--- src/rtl/loader_pkg.sv ---
// rtl/loader_pkg.sv - shared state encoding, defaults and frame layout for the instruction loader
package loader_pkg;

  localparam int IMEM_DEPTH_DEF = 64;
  localparam int LEN_W          = 16;

  typedef enum logic [2:0] {
    S_IDLE,
    S_LEN_HI,
    S_LEN_LO,
    S_DATA_HI,
    S_DATA_LO,
    S_CHECK,
    S_DONE,
    S_ERR
  } state_t;

  // Order of fields in a load frame as they arrive on the byte stream
  typedef enum logic [2:0] {
    F_LEN_HI,
    F_LEN_LO,
    F_DATA_HI,
    F_DATA_LO,
    F_CHK
  } field_t;

endpackage

--- src/rtl/instr_mem_loader_if.sv ---
// rtl/instr_mem_loader_if.sv - byte stream in and instruction memory write port out
interface instr_mem_loader_if #(
  parameter int ADDR_W = 16
);

  logic              rx_valid;
  logic [7:0]        rx_byte;
  logic              rx_ready;
  logic              imem_wr_en;
  logic [ADDR_W-1:0] imem_addr;
  logic [15:0]       imem_wdata;

  modport slave (
    input  rx_valid, rx_byte,
    output rx_ready, imem_wr_en, imem_addr, imem_wdata
  );

  modport master (
    output rx_valid, rx_byte,
    input  rx_ready, imem_wr_en, imem_addr, imem_wdata
  );

endinterface

--- src/rtl/xor_csum8.sv ---
// rtl/xor_csum8.sv - 8-bit running XOR checksum accumulator
module xor_csum8 (
  input  logic       clk,
  input  logic       rst,
  input  logic       clear,
  input  logic       en,
  input  logic [7:0] din,
  output logic [7:0] sum
);

  always_ff @(posedge clk) begin
    if (!rst || clear) begin
      sum <= 8'd0;
    end else if (en) begin
      sum <= sum ^ din;
    end
  end

endmodule

--- src/rtl/instr_mem_loader.sv ---
// rtl/instr_mem_loader.sv - loads a length-prefixed, checksummed word stream into instruction memory
module instr_mem_loader
  import loader_pkg::*;
#(
  parameter int IMEM_DEPTH = IMEM_DEPTH_DEF,
  parameter int ADDR_W     = 16
) (
  input  logic                clk,
  input  logic                rst,
  input  logic                start,
  instr_mem_loader_if.slave   bus,
  output logic                cpu_hold,
  output logic                done,
  output logic                error
);

  state_t           state;
  state_t           state_nxt;
  logic             accept;
  logic             restart;
  logic             csum_en;
  logic [7:0]       csum;
  logic [7:0]       len_hi;
  logic [7:0]       data_hi;
  logic [LEN_W-1:0] len;
  logic [LEN_W-1:0] idx;
  logic [LEN_W-1:0] n_rx;
  logic             last_word;

  assign accept    = bus.rx_valid && bus.rx_ready;
  assign restart   = start && (state == S_IDLE || state == S_DONE || state == S_ERR);
  assign n_rx      = {len_hi, bus.rx_byte};
  assign last_word = (idx + 16'd1) == len;
  assign csum_en   = accept && (state == S_LEN_HI || state == S_LEN_LO ||
                                state == S_DATA_HI || state == S_DATA_LO);

  xor_csum8 u_csum (
    .clk   (clk),
    .rst   (rst),
    .clear (restart),
    .en    (csum_en),
    .din   (bus.rx_byte),
    .sum   (csum)
  );

  always_ff @(posedge clk) begin
    if (!rst) begin
      state <= S_IDLE;
    end else begin
      state <= state_nxt;
    end
  end

  always_comb begin
    state_nxt = state;
    case (state)
      S_IDLE:    if (start)  state_nxt = S_LEN_HI;
      S_LEN_HI:  if (accept) state_nxt = S_LEN_LO;
      S_LEN_LO: begin
        if (accept) begin
          if ({16'd0, n_rx} > 32'(IMEM_DEPTH)) state_nxt = S_ERR;
          else if (n_rx == 16'd0)              state_nxt = S_CHECK;
          else                                 state_nxt = S_DATA_HI;
        end
      end
      S_DATA_HI: if (accept) state_nxt = S_DATA_LO;
      S_DATA_LO: if (accept) state_nxt = last_word ? S_CHECK : S_DATA_HI;
      S_CHECK:   if (accept) state_nxt = (bus.rx_byte == csum) ? S_DONE : S_ERR;
      S_DONE,
      S_ERR:     if (start)  state_nxt = S_LEN_HI;
      default:   state_nxt = S_IDLE;
    endcase
  end

  always_comb begin
    bus.rx_ready = (state == S_LEN_HI) || (state == S_LEN_LO) || (state == S_DATA_HI) ||
                   (state == S_DATA_LO) || (state == S_CHECK);
    cpu_hold     = (state != S_DONE);
    done         = (state == S_DONE);
    error        = (state == S_ERR);
  end

  // Write port registers hold their last values between strobes
  always_ff @(posedge clk) begin
    if (!rst) begin
      bus.imem_wr_en <= 1'b0;
      bus.imem_addr  <= '0;
      bus.imem_wdata <= 16'd0;
      len_hi         <= 8'd0;
      data_hi        <= 8'd0;
      len            <= '0;
      idx            <= '0;
    end else begin
      bus.imem_wr_en <= 1'b0;
      if (restart) idx <= '0;
      if (accept) begin
        case (state)
          S_LEN_HI:  len_hi  <= bus.rx_byte;
          S_LEN_LO:  len     <= n_rx;
          S_DATA_HI: data_hi <= bus.rx_byte;
          S_DATA_LO: begin
            bus.imem_wr_en <= 1'b1;
            bus.imem_addr  <= ADDR_W'(idx);
            bus.imem_wdata <= {data_hi, bus.rx_byte};
            idx            <= idx + 16'd1;
          end
          default: ;
        endcase
      end
    end
  end

endmodule

--- src/flat_wrapper.sv ---
// flat-port wrapper written by rule: the top's interface ports become plain ports
module instr_mem_loader_flat import loader_pkg::*;
#(
  parameter int IMEM_DEPTH = IMEM_DEPTH_DEF,
  parameter int ADDR_W     = 16
)
  (clk, rst, start, cpu_hold, done, error, bus_rx_valid, bus_rx_byte, bus_rx_ready, bus_imem_wr_en, bus_imem_addr, bus_imem_wdata);
  instr_mem_loader_if #(.ADDR_W(ADDR_W)) bus_i ();
  input  logic clk;
  input  logic rst;
  input  logic start;
  output logic cpu_hold;
  output logic done;
  output logic error;
  input wire logic [$bits(bus_i.rx_valid)-1:0] bus_rx_valid;
  input wire logic [$bits(bus_i.rx_byte)-1:0] bus_rx_byte;
  output wire logic [$bits(bus_i.rx_ready)-1:0] bus_rx_ready;
  output wire logic [$bits(bus_i.imem_wr_en)-1:0] bus_imem_wr_en;
  output wire logic [$bits(bus_i.imem_addr)-1:0] bus_imem_addr;
  output wire logic [$bits(bus_i.imem_wdata)-1:0] bus_imem_wdata;
  assign bus_i.rx_valid = bus_rx_valid;
  assign bus_i.rx_byte = bus_rx_byte;
  assign bus_rx_ready = bus_i.rx_ready;
  assign bus_imem_wr_en = bus_i.imem_wr_en;
  assign bus_imem_addr = bus_i.imem_addr;
  assign bus_imem_wdata = bus_i.imem_wdata;
  instr_mem_loader #(.IMEM_DEPTH(IMEM_DEPTH), .ADDR_W(ADDR_W)) u_core (.clk(clk), .rst(rst), .start(start), .bus(bus_i), .cpu_hold(cpu_hold), .done(done), .error(error));
endmodule
--- config.mk ---
export PLATFORM = sky130hd
export DESIGN_NAME = instr_mem_loader_flat
export DESIGN_NICKNAME = d
export VERILOG_FILES = /design/src/rtl/loader_pkg.sv /design/src/rtl/instr_mem_loader_if.sv /design/src/rtl/xor_csum8.sv /design/src/rtl/instr_mem_loader.sv /design/src/flat_wrapper.sv
export SDC_FILE = /design/constraint.sdc
export NUM_CORES = 1
export LEC_CHECK = 0
export CAP_MARGIN = 20
export CORE_MARGIN = 2
export CORE_UTILIZATION = 49
export CTS_CLUSTER_DIAMETER = 150
export DETAILED_ROUTE_END_ITERATION = 8
export PLACE_DENSITY_LB_ADDON = 0.08
export REMOVE_ABC_BUFFERS = 1
export SKIP_CTS_REPAIR_TIMING = 1
export SYNTH_ARGS = -nofsm -noshare
export SYNTH_HDL_FRONTEND = slang
export SYNTH_SLANG_ARGS = --single-unit
--- constraint.sdc ---
create_clock -name clk -period 2.1 [get_ports clk]
set_input_delay 0.21 -clock clk [delete_from_list [all_inputs] [get_ports clk]]
set_output_delay 0.21 -clock clk [all_outputs]
set_load 0.02 [all_outputs]
==> impl_metrics.toml, run 1 <==
[place]
place_congestion = 0.921
dpl-instance-area_sq_um = 5200
portBuffers = 48
place_hpwl_um = 7900

[sta]
tightestPinTransition_ps = 562
fin_crit_sh_pct = 97.1
drv_slew = 0
maxClockFrequency_ghz = 0.490
hold_viol_final = 0
fin_crit_ps = 2040
relSlewSlack_pct = 62.5
setup_viol = 0
rsz0062_at_grt = "false"
finClkSkew_ps = 12.4
whs_ps = 286

[synthesis]
yosysUniqueCellTypes = 58
yosysWarnings = 0
synth_cells = 576
synthTopCellsByArea = "dfxtp_1 (40%), nand2_1 (14%), a21boi_0 (11%)"
syn_avg_cell_area_sq_um = 7.91
synthesis.area_sq_um = 4560
synth_top_area_share_pct = 40.4
synth-edff-count = 0
ys_seq_area_share_pct = 40.4
yosysMostFrequentCell = "nand2_1"
synthTopCellsByCount = "nand2_1 (164), dfxtp_1 (92), a21boi_0 (66)"
synthArstFlopShare_pct = 0
synth_top_area_cell = "dfxtp_1"
ys_ff_latch = 92
ys.flop_type = "dfxtp_1"

[clock_network]
cts_buffers = 9
clkTransAtPathRegs_ps = 100
clk_latency_ps = 370
cts_max_level = 3
ctsRootBufferMaster = "clkbuf_8"
clock-sinks = 92
clockBufferDepth = 2
cts_tree = "yes"

[power]
swShare_pct = 30.1
powerDensity_nw_per_um2 = 734
clockPowerShare_pct = 33.8
vdd_drop_max_mv = 0.393
pwr-share-comb_pct = 18.0
seqPwrFrac_pct = 48.2
switchingPower_mw = 1.21
p_leak_nw = 1.93
p_int_mw = 2.81

[critical_path]
slowest_delay_ps = 370
crit_arrival_ps = 2290
critPathTopFamily = "simple AND/OR/NAND/NOR gates"
crit_path_max_fanout = 5
cpMostUsedCell = "buf_4"
timing.critical_path.cells = "ha_2 -> buf_4 -> nor2b_1 -> nor3_1 -> o31ai_1 -> nor4_1 -> buf_4 -> nand4_4 -> o2bb2ai_2"
worstSetupStartpointType = "flop"
crit_buf_inv = 2
path_class = "flop to flop"
cp.depth = 9
reg2reg_depth = 9
cp.required_ps = 2350
worstSetupEndpointType = "flop"
critPathSlowestCell = "dfxtp_4"

[global_routing]
grt_usage_pct = 23.2
use_met3_pct = 4.25
grt_pass1_vias = 3837
grt_start_max_net_pins = 45
grt.overflow.total = 0
top_usage_layer = "met2"
use_met2_pct = 37.3
use_met1_pct = 30.3
antenna_found_initial = 0
grt_pass1_wl_um = 18600

[layout]
layout-drive-gt1-share_pct = 12.3
n_antenna_cell = 0
stdcell_area_sq_um = 5470
syn_to_final_growth_pct = 20.0
fin_nets = 634

[floorplanning]
dieArea_sq_um = 10100
rows = 35
ios = 49
core_area_sq_um = 9110
dieWidth_um = 100
start_util_pct = 50.0
dieHeight_um = 100

[detailed_routing]
viasPerCell = 5.39
drtIter0Drc = 122
vias = 3966
routed_wl_um = 11100
postRouteAntennaNets = 0
drtPass1Iterations = 4
drcViolationCount = 0
post_drt_wl_per_cell_um = 15.1

[worst_hold_path]
holdPathStages = 2
holdCritPathClass = "input port to flop"

[job]
maxCapViolCount = 0

[outcome]
outcome = "finished clean"
-- cells in the final DEF, fill, tap and decap left out, drive strengths merged, types with 13 or more instances in the layout --
cell           synthesis  layout
clkdlybuf4s50          0      46
o21ai                 19      19
nor2                  21      21
buf                    9      39
nor2b                 13      13
xnor2                 16      16
nand2                165     165
dfxtp                 92      92
a21boi                66      66
xor2                  16      16
nand3                 14      14
-- power groups by stage --
stage | Combinational, mW | Clock (mW) | Sequential [mW]
CTS | 0.717 | 1.39 | 1.93
finish | 0.724 | 1.36 | 1.93
global route | 0.813 | 1.47 | 1.95
global placement | 0.705 | 0 | 1.97
floorplan | 0.434 | 0 | 1.95
detailed placement | 0.711 | 0 | 1.97
-- logic make-up after synthesis --
kind of cell | count (synthesis) | synth area share (%)
adders and majority gates | 1 | 0.275
DFF | 92 | 40.4
xor gates and xnor gates | 32 | 6.15
muxes | 2 | 0.439
and+or+nand+nor | 265 | 26.5
AOI/OAI and AO/OA | 126 | 19.8
buffers and inverters | 58 | 6.40
-- sequential cells by signal, summed over array words and instances (netlist names) --
name and count:
u_core.bus.imem_wr_en 1, u_core.u_csum.sum 8, u_core.bus.imem_addr 16, u_core.data_hi 8
u_core.len 16, u_core.len_hi 8, u_core.idx 16, u_core.bus.imem_wdata 16
u_core.state 3
-- worst register-to-register path: cells and delay by family, from the launching register on --
family,cells,cell delay [ps]
buffers and inverters,2,330
and+or+nand+nor,4,770
DFF,1,370
AOI/OAI and AO/OA,2,270
adders and majority gates,1,190
-- per-layer routing --
layer,up-vias,wire [um]
li1,2017,-
met1,1822,5280
met2,103,5100
met3,24,413
met4,0,339
met5,-,0
-- cell type report --
cell class                      instances  area [sq um]
Sequential cell                        92          1850
Multi-Input combinational cell        426          2450
Inverter                                6          22.5
Clock inverter                          6          96.3
Timing Repair Buffer                   86           788
Clock buffer                            9           124
Tap cell                              111           139
Fill cell                             831          3640
-- worst paths after layout --
check / endpoint / start / slack, ps
hold reg to reg: u_core.bus.imem_addr[4] / u_core.bus.imem_addr[4] / 470
setup / recovery: u_core.state[1] / u_core.idx[1] / 60
setup reg to reg: u_core.state[1] / u_core.idx[1] / 60
hold / removal: u_core.len[8] / rst / 290
-- stage by stage --
stage | TNS [ps] | power, mW | util, % | std cells | setup WS [ps]
after floorplan | -598 | 2.38 | - | 524 | -164
after global placement | 0 | 2.67 | 57.1 | 720 | 81.4
after detailed placement | 0 | 2.68 | 57.1 | 720 | 43.4
after CTS | -160 | 4.03 | 59.6 | 735 | -87.9
after global routing | 0 | 4.23 | 60.1 | 736 | 9.94
final | 0 | 4.01 | 60.1 | 736 | 60.5
(Power assumes the default switching activity.)
==> run 2, diff against run 1 <==
--- a/config.mk
+++ b/config.mk
@@ -10,7 +10,8 @@
 export CORE_UTILIZATION = 49
 export CTS_CLUSTER_DIAMETER = 150
 export DETAILED_ROUTE_END_ITERATION = 8
-export PLACE_DENSITY_LB_ADDON = 0.08
+export HOLD_SLACK_MARGIN = 0.02
+export PLACE_DENSITY = 0.73
 export REMOVE_ABC_BUFFERS = 1
 export SKIP_CTS_REPAIR_TIMING = 1
 export SYNTH_ARGS = -nofsm -noshare
==> impl_metrics.toml, run 2 (synthesis results as in run 1) <==
[outcome]
outcome = "finished clean"

[sta]
tightestPinTransition_ps = 540
tns_ps = 0
fin_crit_sh_pct = 95.5
rsz0062_at_grt = "true"
maxClockFrequency_ghz = 0.499
setup_viol = 0
whs_ps = 197
fin_crit_ps = 2010
drv_slew = 0
relSlewSlack_pct = 64.0
finClkSkew_ps = 12.8
hold_viol_final = 0

[power]
vdd_drop_max_mv = 0.513
swShare_pct = 30.2
p_total_mw = 3.89
p_leak_nw = 1.89
p_int_mw = 2.72
pwr-share-comb_pct = 19.3
powerDensity_nw_per_um2 = 721
switchingPower_mw = 1.18
seqPwrFrac_pct = 49.0
clockPowerShare_pct = 31.7

[clock_network]
ctsRootBufferMaster = "clkbuf_8"
clockBufferDepth = 2
clk_latency_ps = 370
clock-sinks = 92
cts_max_level = 3
clkTransAtPathRegs_ps = 90
cts_tree = "yes"
cts_buffers = 9

[critical_path]
path_class = "flop to output pin"
worstSetupStartpointType = "flop"
slowest_delay_ps = 590
timing.critical_path.cells = "buf_4 -> nor2b_1 -> nand2_1 -> inv_1 -> clkdlybuf4s50_1"
worstSetupEndpointType = "output pin"
critPathSlowestCell = "clkdlybuf4s50_1"
crit_path_max_fanout = 10
crit_arrival_ps = 1800
cp.required_ps = 1890

[floorplanning]
dieHeight_um = 100
start_util_pct = 50.0
core_area_sq_um = 9110
ios = 49
rows = 35
dieWidth_um = 100
dieArea_sq_um = 10100

[job]
maxCapViolCount = 0

[place]
dpl-instance-area_sq_um = 5190
place_hpwl_um = 7810
place_congestion = 0.950
portBuffers = 48

[global_routing]
grt_usage_pct = 22.6
grt_pass1_wl_um = 18100
grt.overflow.total = 0
grt_start_max_net_pins = 49
antenna_found_initial = 0
grt_pass1_vias = 3652

[detailed_routing]
top_layer = "met4"
vias = 4011
wl_met2_um = 5020
drtIter0Drc = 200
post_drt_wl_per_cell_um = 14.8
postRouteAntennaNets = 0
wl_met3_um = 579
m1WireLength_um = 5070
viasPerCell = 5.47
drcViolationCount = 0
routed_wl_um = 10900
drtPass1Iterations = 5

[layout]
layout_common_cells = "nand2_1 (164), dfxtp_1 (89), a21boi_0 (66), clkdlybuf4s50_1 (47), buf_4 (33)"
layout-drive-gt1-share_pct = 10.8
fin_nets = 631
stdcell_area_sq_um = 5400
fin_util_pct = 59.3
syn_to_final_growth_pct = 18.5
n_antenna_cell = 0
layout_commonest_cell = "nand2_1"

[worst_hold_path]
holdCritPathClass = "input port to flop"
[run 2: layout make-up]
type                    instances  area [sq um]
fillers                       821          3710
multi-input cells             426          2430
flip-flops and latches         92          1850
repair buffers                 83           763
well taps                     111           139
clock buffers                  10           138
clock inverters                 5          60.1
inverters                       6          22.5
[run 2: per-layer routing]
layer  up-vias  GRT usage, %
met4         0          8.11
met5         -             0
met1      1853          30.3
met3        21          3.90
met2       120          36.6
li1       2017             -
[run 2: metrics by stage]
stage	setup WS (ps)	instances
after floorplan	-164	524
after global placement	103	718
after detailed placement	21.8	718
after CTS	-4.18	733
after global routing	-24.6	733
final	94.6	733
[run 2: power by group through the flow]
stage / Clock [mW] / Combinational [mW] / Sequential [mW]
final: 1.23 / 0.752 / 1.91
after global routing: 1.34 / 0.837 / 1.92
after CTS: 1.26 / 0.748 / 1.90
after detailed placement: 0 / 0.743 / 1.94
after global placement: 0 / 0.730 / 1.94
after floorplan: 0 / 0.434 / 1.95
[run 2: worst max-delay path: cells and delay by family, from the launching register on]
| family | cells | cell delay (ps) |
|---|---|---|
| buffers and inverters | 3 | 820 |
| DFF | 1 | 320 |
| and+or+nand+nor | 2 | 290 |
[run 2: path summary, 6_finish.rpt]
path	end	slack, ps	depth (start not counted)	start
max	done	90	5	u_core.state[0]
min	u_core.len[2]	200	2	rst
max reg2reg	u_core.state[1]	100	7	u_core.idx[4]
min reg2reg	u_core.bus.imem_addr[4]	460	2	u_core.bus.imem_addr[4]
